<file path="src/rtl/vga_text_pkg.sv">
// Shared geometry, control codes, FSM/cursor enums and the Avalon write payload
// for the VGA text console master.
package vga_text_pkg;

    localparam int unsigned COLS          = 80;
    localparam int unsigned ROWS          = 30;
    localparam int unsigned WORDS_PER_ROW = 20;
    localparam int unsigned CTRL_REG      = 600;
    localparam int unsigned NUM_REGS      = 601;

    localparam int unsigned ADDR_W  = 10;
    localparam int unsigned COL_W   = 7;
    localparam int unsigned ROW_W   = 5;
    localparam int unsigned DATA_W  = 32;
    localparam int unsigned BE_W    = 4;
    localparam int unsigned CHAR_W  = 8;
    localparam int unsigned COLOR_W = 24;

    localparam logic [6:0] CC_BS = 7'h08;
    localparam logic [6:0] CC_LF = 7'h0A;
    localparam logic [6:0] CC_FF = 7'h0C;
    localparam logic [6:0] CC_CR = 7'h0D;

    typedef enum logic [2:0] {
        ST_IDLE,
        ST_PUT,
        ST_CLR_ROW,
        ST_CLR_ALL,
        ST_COLOR
    } state_e;

    typedef enum logic [2:0] {
        CUR_NONE,
        CUR_ADV,
        CUR_CR,
        CUR_LF,
        CUR_BS,
        CUR_HOME
    } cur_op_e;

    typedef struct packed {
        logic [ADDR_W-1:0] addr;
        logic [BE_W-1:0]   be;
        logic [DATA_W-1:0] data;
    } avm_wr_t;

    // First VRAM word of a text row.
    function automatic logic [ADDR_W-1:0] row_base(input logic [ROW_W-1:0] row);
        return ADDR_W'(row) * ADDR_W'(WORDS_PER_ROW);
    endfunction

endpackage

</file>
<file path="src/rtl/vga_text_cursor.sv">
// Cursor column/row counters with column and row wrap, plus the VRAM word
// address and byte lane of the current cell.
module vga_text_cursor
    import vga_text_pkg::*;
(
    input  logic              clk,
    input  logic              rst_n,
    input  cur_op_e           op_i,
    output logic [COL_W-1:0]  col_o,
    output logic [ROW_W-1:0]  row_o,
    output logic [ADDR_W-1:0] word_addr_c,
    output logic [BE_W-1:0]   lane_be_c,
    output logic              last_col_c,
    output logic [ADDR_W-1:0] next_row_base_c
);

    logic [COL_W-1:0] col_q, col_d;
    logic [ROW_W-1:0] row_q, row_d;
    logic [ROW_W-1:0] row_inc;

    // No scrolling: the row after the last one is row 0.
    assign row_inc         = (row_q == ROW_W'(ROWS - 1)) ? '0 : row_q + ROW_W'(1);
    assign last_col_c      = (col_q == COL_W'(COLS - 1));
    assign word_addr_c     = row_base(row_q) + ADDR_W'(col_q[6:2]);
    assign lane_be_c       = BE_W'(4'b0001 << col_q[1:0]);
    assign next_row_base_c = row_base(row_inc);

    always_comb begin
        col_d = col_q;
        row_d = row_q;
        case (op_i)
            CUR_ADV: begin
                if (last_col_c) begin
                    col_d = '0;
                    row_d = row_inc;
                end else begin
                    col_d = col_q + COL_W'(1);
                end
            end
            CUR_CR:   col_d = '0;
            CUR_LF: begin
                col_d = '0;
                row_d = row_inc;
            end
            CUR_BS: begin
                if (col_q != '0) col_d = col_q - COL_W'(1);
            end
            CUR_HOME: begin
                col_d = '0;
                row_d = '0;
            end
            default: ;
        endcase
    end

    always_ff @(posedge clk or negedge rst_n) begin
        if (!rst_n) begin
            col_q <= '0;
            row_q <= '0;
        end else begin
            col_q <= col_d;
            row_q <= row_d;
        end
    end

    assign col_o = col_q;
    assign row_o = row_q;

endmodule

</file>
<file path="src/rtl/vga_text_console_master.sv">
// Turns a character stream and colour updates into Avalon-MM writes to the
// VGA text slave (VRAM words 0-599, control register 600).
module vga_text_console_master
    import vga_text_pkg::*;
(
    input  logic               CLK,
    input  logic               RESET_N,
    input  logic               CHAR_VALID,
    input  logic [CHAR_W-1:0]  CHAR_DATA,
    output logic               CHAR_READY,
    input  logic               COLOR_VALID,
    input  logic [COLOR_W-1:0] COLOR_DATA,
    output logic               COLOR_READY,
    output logic               AVM_CS,
    output logic               AVM_WRITE,
    output logic [ADDR_W-1:0]  AVM_ADDR,
    output logic [BE_W-1:0]    AVM_BYTE_EN,
    output logic [DATA_W-1:0]  AVM_WRITEDATA,
    input  logic               AVM_WAITREQUEST,
    output logic [COL_W-1:0]   CURSOR_COL,
    output logic [ROW_W-1:0]   CURSOR_ROW,
    output logic               BUSY
);

    state_e            state_q, state_d;
    avm_wr_t           wr_q, wr_d;
    logic              wr_en_q, wr_en_d;
    logic [ADDR_W-1:0] clr_cnt_q, clr_cnt_d;
    logic [ADDR_W-1:0] clr_last_q, clr_last_d;
    logic              ready_q, ready_d;
    logic              busy_q, busy_d;

    cur_op_e           cur_op;
    logic [ADDR_W-1:0] cur_word_addr;
    logic [BE_W-1:0]   cur_lane_be;
    logic              cur_last_col;
    logic [ADDR_W-1:0] cur_next_row_base;
    logic              wr_done;
    logic [6:0]        code;

    vga_text_cursor u_cursor (
        .clk             (CLK),
        .rst_n           (RESET_N),
        .op_i            (cur_op),
        .col_o           (CURSOR_COL),
        .row_o           (CURSOR_ROW),
        .word_addr_c     (cur_word_addr),
        .lane_be_c       (cur_lane_be),
        .last_col_c      (cur_last_col),
        .next_row_base_c (cur_next_row_base)
    );

    assign wr_done = wr_en_q && !AVM_WAITREQUEST;
    assign code    = CHAR_DATA[6:0];

    always_comb begin
        state_d    = state_q;
        wr_d       = wr_q;
        wr_en_d    = wr_en_q;
        clr_cnt_d  = clr_cnt_q;
        clr_last_d = clr_last_q;
        cur_op     = CUR_NONE;

        case (state_q)
            ST_IDLE: begin
                if (ready_q && COLOR_VALID) begin
                    state_d    = ST_COLOR;
                    wr_en_d    = 1'b1;
                    wr_d.addr  = ADDR_W'(CTRL_REG);
                    wr_d.be    = '1;
                    wr_d.data  = {7'b0, COLOR_DATA, 1'b0};
                end else if (ready_q && CHAR_VALID) begin
                    case (code)
                        CC_CR: begin
                            cur_op  = CUR_CR;
                            state_d = ST_PUT;
                        end
                        CC_BS: begin
                            cur_op  = CUR_BS;
                            state_d = ST_PUT;
                        end
                        CC_LF: begin
                            cur_op     = CUR_LF;
                            state_d    = ST_CLR_ROW;
                            wr_en_d    = 1'b1;
                            wr_d.addr  = cur_next_row_base;
                            wr_d.be    = '1;
                            wr_d.data  = '0;
                            clr_cnt_d  = '0;
                            clr_last_d = ADDR_W'(WORDS_PER_ROW - 1);
                        end
                        CC_FF: begin
                            state_d    = ST_CLR_ALL;
                            wr_en_d    = 1'b1;
                            wr_d.addr  = '0;
                            wr_d.be    = '1;
                            wr_d.data  = '0;
                            clr_cnt_d  = '0;
                            clr_last_d = ADDR_W'(CTRL_REG - 1);
                        end
                        default: begin
                            state_d   = ST_PUT;
                            wr_en_d   = 1'b1;
                            wr_d.addr = cur_word_addr;
                            wr_d.be   = cur_lane_be;
                            wr_d.data = {4{CHAR_DATA}};
                        end
                    endcase
                end
            end

            // CR/BS pass through here for one cycle without a bus write.
            ST_PUT: begin
                if (!wr_en_q) begin
                    state_d = ST_IDLE;
                end else if (wr_done) begin
                    wr_en_d = 1'b0;
                    cur_op  = CUR_ADV;
                    state_d = ST_IDLE;
                    if (cur_last_col) begin
                        state_d    = ST_CLR_ROW;
                        wr_en_d    = 1'b1;
                        wr_d.addr  = cur_next_row_base;
                        wr_d.be    = '1;
                        wr_d.data  = '0;
                        clr_cnt_d  = '0;
                        clr_last_d = ADDR_W'(WORDS_PER_ROW - 1);
                    end
                end
            end

            ST_CLR_ROW, ST_CLR_ALL: begin
                if (wr_done) begin
                    if (clr_cnt_q == clr_last_q) begin
                        wr_en_d = 1'b0;
                        state_d = ST_IDLE;
                        if (state_q == ST_CLR_ALL) cur_op = CUR_HOME;
                    end else begin
                        clr_cnt_d = clr_cnt_q + ADDR_W'(1);
                        wr_d.addr = wr_q.addr + ADDR_W'(1);
                    end
                end
            end

            ST_COLOR: begin
                if (wr_done) begin
                    wr_en_d = 1'b0;
                    state_d = ST_IDLE;
                end
            end

            default: state_d = ST_IDLE;
        endcase

        ready_d = (state_d == ST_IDLE);
        busy_d  = (state_d != ST_IDLE);
    end

    always_ff @(posedge CLK or negedge RESET_N) begin
        if (!RESET_N) begin
            state_q    <= ST_IDLE;
            wr_q       <= '0;
            wr_en_q    <= 1'b0;
            clr_cnt_q  <= '0;
            clr_last_q <= '0;
            ready_q    <= 1'b0;
            busy_q     <= 1'b0;
        end else begin
            state_q    <= state_d;
            wr_q       <= wr_d;
            wr_en_q    <= wr_en_d;
            clr_cnt_q  <= clr_cnt_d;
            clr_last_q <= clr_last_d;
            ready_q    <= ready_d;
            busy_q     <= busy_d;
        end
    end

    // Colour has priority, so the character handshake is masked by COLOR_VALID.
    assign COLOR_READY   = ready_q;
    assign CHAR_READY    = ready_q && !COLOR_VALID;
    assign AVM_CS        = wr_en_q;
    assign AVM_WRITE     = wr_en_q;
    assign AVM_ADDR      = wr_q.addr;
    assign AVM_BYTE_EN   = wr_q.be;
    assign AVM_WRITEDATA = wr_q.data;
    assign BUSY          = busy_q;

endmodule
</file>
<file path="config.mk">
export PLATFORM = sky130hd
export DESIGN_NAME = vga_text_console_master
export DESIGN_NICKNAME = d
export VERILOG_FILES = /design/src/rtl/vga_text_pkg.sv /design/src/rtl/vga_text_cursor.sv /design/src/rtl/vga_text_console_master.sv
export SDC_FILE = /design/constraint.sdc
export NUM_CORES = 1
export LEC_CHECK = 0
export CORE_MARGIN = 5
export CORE_UTILIZATION = 45
export CTS_BUF_LIST = sky130_fd_sc_hd__clkbuf_4
export DETAILED_ROUTE_END_ITERATION = 12
export GPL_TIMING_DRIVEN = 0
export PLACE_DENSITY_LB_ADDON = 0.12
export SLEW_MARGIN = 20
export SYNTH_ARGS = -nofsm -noshare
export SYNTH_HDL_FRONTEND = slang
export SYNTH_SLANG_ARGS = --single-unit
</file>
<file path="constraint.sdc">
create_clock -name CLK -period 4.1 [get_ports CLK]
set_clock_uncertainty 0.15 [all_clocks]
set_input_delay 0.82 -clock CLK [delete_from_list [all_inputs] [get_ports CLK]]
set_output_delay 0.82 -clock CLK [all_outputs]
set_load 0.01 [all_outputs]
</file>
==> out/metrics.csv <==
stage,metric,value,unit
final_layout,n_antenna_cell,0,
drt,drc,0,
drt,drtIter0Drc,428,
hold_path,min_path_type,input pin to async pin,
sta,period_share,0.821,
yosys,synthFlopType,dfrtp_1,
placement,dpl_worst_slack,0.352,ns
sta,fin_crit,3.37,ns
sta,fmax,297,MHz
job,cap_violations,0,
sta,setup_viol,0,
yosys,synthesis.area,4960,um2
clock_network,clockRootBuffer,clkbuf_4,
placement,portBuffers,97,
global_routing,gr-total-overflow,0,
floorplan,dieArea,13200,um2
clock_network,cts.sinks,76,
yosys,yosys_register_bits,76,
floorplan,io_pins,100,
sta,timing.hold.ws,0.184,ns
global_routing,antenna_found_initial,0,
floorplan,design.core.area,10800,um2
placement,place_congestion,0.895,
pwr,leakage,0.00268,uW
placement,dpl.cell_count,792,
sta,hold_viol_final,0,
sta,fin_ws,0.734,ns
clock_network,cts_setup_buffers,0,
floorplan,initial_core_util,0.458,
drt,firstDrtPassIters,5,
clock_network,cts_resized,0,
yosys,syn_inst,554,
floorplan,fp-row-count,38,
clock_network,tritoncts,done,
run_status,outcome,"finished, final reports clean",
final_layout,layout.cells.non_filler,808,
clock_network,clk_pin_slew,0.13,ns
pwr,ir_drop,0.304,mV
worst_setup_path,crit_required,4.25,ns
sta,slew_headroom,0.428,
yosys,synth.distinct_cells,66,
sta,slew_violations,0,
sta,rsz0062_at_grt,no,
global_routing,grt_pass1_vias,4733,
final_layout,area_growth,26.2,%
pwr,power_per_cell_area,616,nW/um2
yosys,yosysTopAreaCell,dfrtp_1,
worst_setup_path,start_kind,flip-flop,
worst_setup_path,worstPathArrival,3.52,ns
clock_network,numCtsBuffers,9,
clock_network,insertion_delay,0.44,ns
yosys,yosysTopAreaCellShare,0.383,
yosys,synth_area_leaders,"dfrtp_1 (38%), ha_1 (5.8%), nand2_1 (4.8%), o31ai_1 (4.2%), a21oi_1 (3.3%)",
drt,avgViaCountPerCell,5.87,
worst_setup_path,critPathMaxFanout,9,
yosys,synth_edf_count,0,
clock_network,hold_buffers,0,
drt,wl,14600,um
yosys,ys_async_sr_fraction,1.00,
floorplan,die_h,115,um
final_layout,layout.nets,726,
global_routing,grt_usage,0.227,
clock_network,htree_levels,3,
yosys,synthTopCellsByCount,"dfrtp_1 (76), nand2_1 (63), nor2_1 (44)",
worst_setup_path,worstSetupPathType,flip-flop to flip-flop,
yosys,avgSynthCellArea,8.96,um2
drt,num_vias,4746,
clock_network,cts_buffer_depth,2,
final_layout,drive_gt1_frac,0.0883,
yosys,synth.most_common_cell,dfrtp_1,
yosys,ys_seq_area_frac,0.383,
drt,antenna_left,0,
worst_setup_path,cp-end-kind,flip-flop,
global_routing,grt_max_degree,41,
global_routing,grt_pass1_wl,24100,um
yosys,yosys_warnings,0,
drt,wire_per_inst,18.0,um
sta,tightestPinTransition,0.849,ns
floorplan,die_w,115,um
yosys,synth_nets,617,
placement,hpwl,10900,um
power breakdown:
part	internal, uW	leakage [uW]	total [uW]	switching [uW]
Clock	184	0.0000775	464	280
Sequential	1030	0.000974	1250	219
Combinational	959	0.00163	2150	1190
critical path: stages, from the launching register on:
cell	delay (ns)
dfrtp_1	0.48
inv_1	0.14
ha_1	0.18
and4_1	0.18
clkbuf_1	0.32
nor2_1	0.14
ha_1	0.32
ha_1	0.21
inv_1	0.07
fa_1	0.20
inv_1	0.05
a21oi_1	0.22
nor3_1	0.07
o41ai_1	0.38
a31oi_1	0.14
sequential cells by signal (all words and copies together), names as in the netlist, 2 cells and up:
name / count
AVM_ADDR: 10
AVM_WRITEDATA: 32
u_cursor.col_o: 7
AVM_BYTE_EN: 4
clr_cnt_q: 10
u_cursor.row_o: 5
clr_last_q: 2
state_q: 3
cells by family (layout without fill, tap and decap cells):
| family | count (synthesis) | in the layout | share of synthesized area |
|---|---|---|---|
| buf+inv | 50 | 164 | 0.0489 |
| fa+ha+maj | 26 | 26 | 0.0701 |
| xor+xnor | 27 | 27 | 0.0476 |
| simple gates | 224 | 224 | 0.242 |
| compound gates | 146 | 146 | 0.197 |
| mux | 5 | 5 | 0.0111 |
| flops | 76 | 76 | 0.383 |
placed cells by master (no fill, tap or decap), types with 6 or more instances in the layout:
cell type,n
a21oi_1,33
a22oi_1,17
a31oi_1,6
and2_1,7
and3_1,10
buf_2,8
clkbuf_1,19
clkbuf_4,9
clkdlybuf4s50_1,96
dfrtp_1,76
ha_1,23
inv_1,16
nand2_1,63
nand3_1,23
nand4_1,7
nor2_1,44
nor3_1,16
nor4_2,8
o21ai_0,32
o31ai_1,28
xnor2_1,17
xor2_1,10
through the flow:
stage	instance area, um2	utilization	setup TNS, ns	power, uW
2_1_floorplan	4960	-	0	2490
3_3_place_gp	6110	0.564	-53.60	3370
3_5_place_dp	6130	0.565	0	3420
4_1_cts	6260	0.578	0	3890
5_1_grt	6270	0.578	0	4180
6_report	6270	0.578	0	3860
cell type report:
type | count | area, um2
inverters | 16 | 60.1
multi-input cells | 428 | 2830
clock inverters | 7 | 66.3
repair buffers | 98 | 988
flip-flops and latches | 76 | 1900
well taps | 140 | 175
clock buffers | 9 | 67.6
fillers | 987 | 4570
plain buffers | 34 | 183
routing by layer:
| metal | up-vias | GRT usage | share of wire |
|---|---|---|---|
| li1 | 2243 | - | - |
| met1 | 2282 | 0.306 | 0.43 |
| met2 | 195 | 0.369 | 0.48 |
| met3 | 26 | 0.0389 | 0.060 |
| met4 | 0 | 0.0814 | 0.025 |
| met5 | - | 0 | 0 |
final timing paths:
check	end	start	slack [ns]	cells past startpoint
worst max register to register	AVM_ADDR[9]	u_cursor.row_o[1]	0.73	14
max in group asynchronous	AVM_ADDR[2]	RESET_N	3.02	2
worst min-delay path	AVM_WRITEDATA[20]	RESET_N	0.18	1
worst max-delay path	AVM_ADDR[9]	u_cursor.row_o[1]	0.73	14
worst min register to register	AVM_WRITEDATA[14]	AVM_WRITEDATA[14]	0.34	2
min in group CLK	AVM_WRITEDATA[14]	AVM_WRITEDATA[14]	0.34	2
Note: power is estimated with default switching activity, not from simulation.
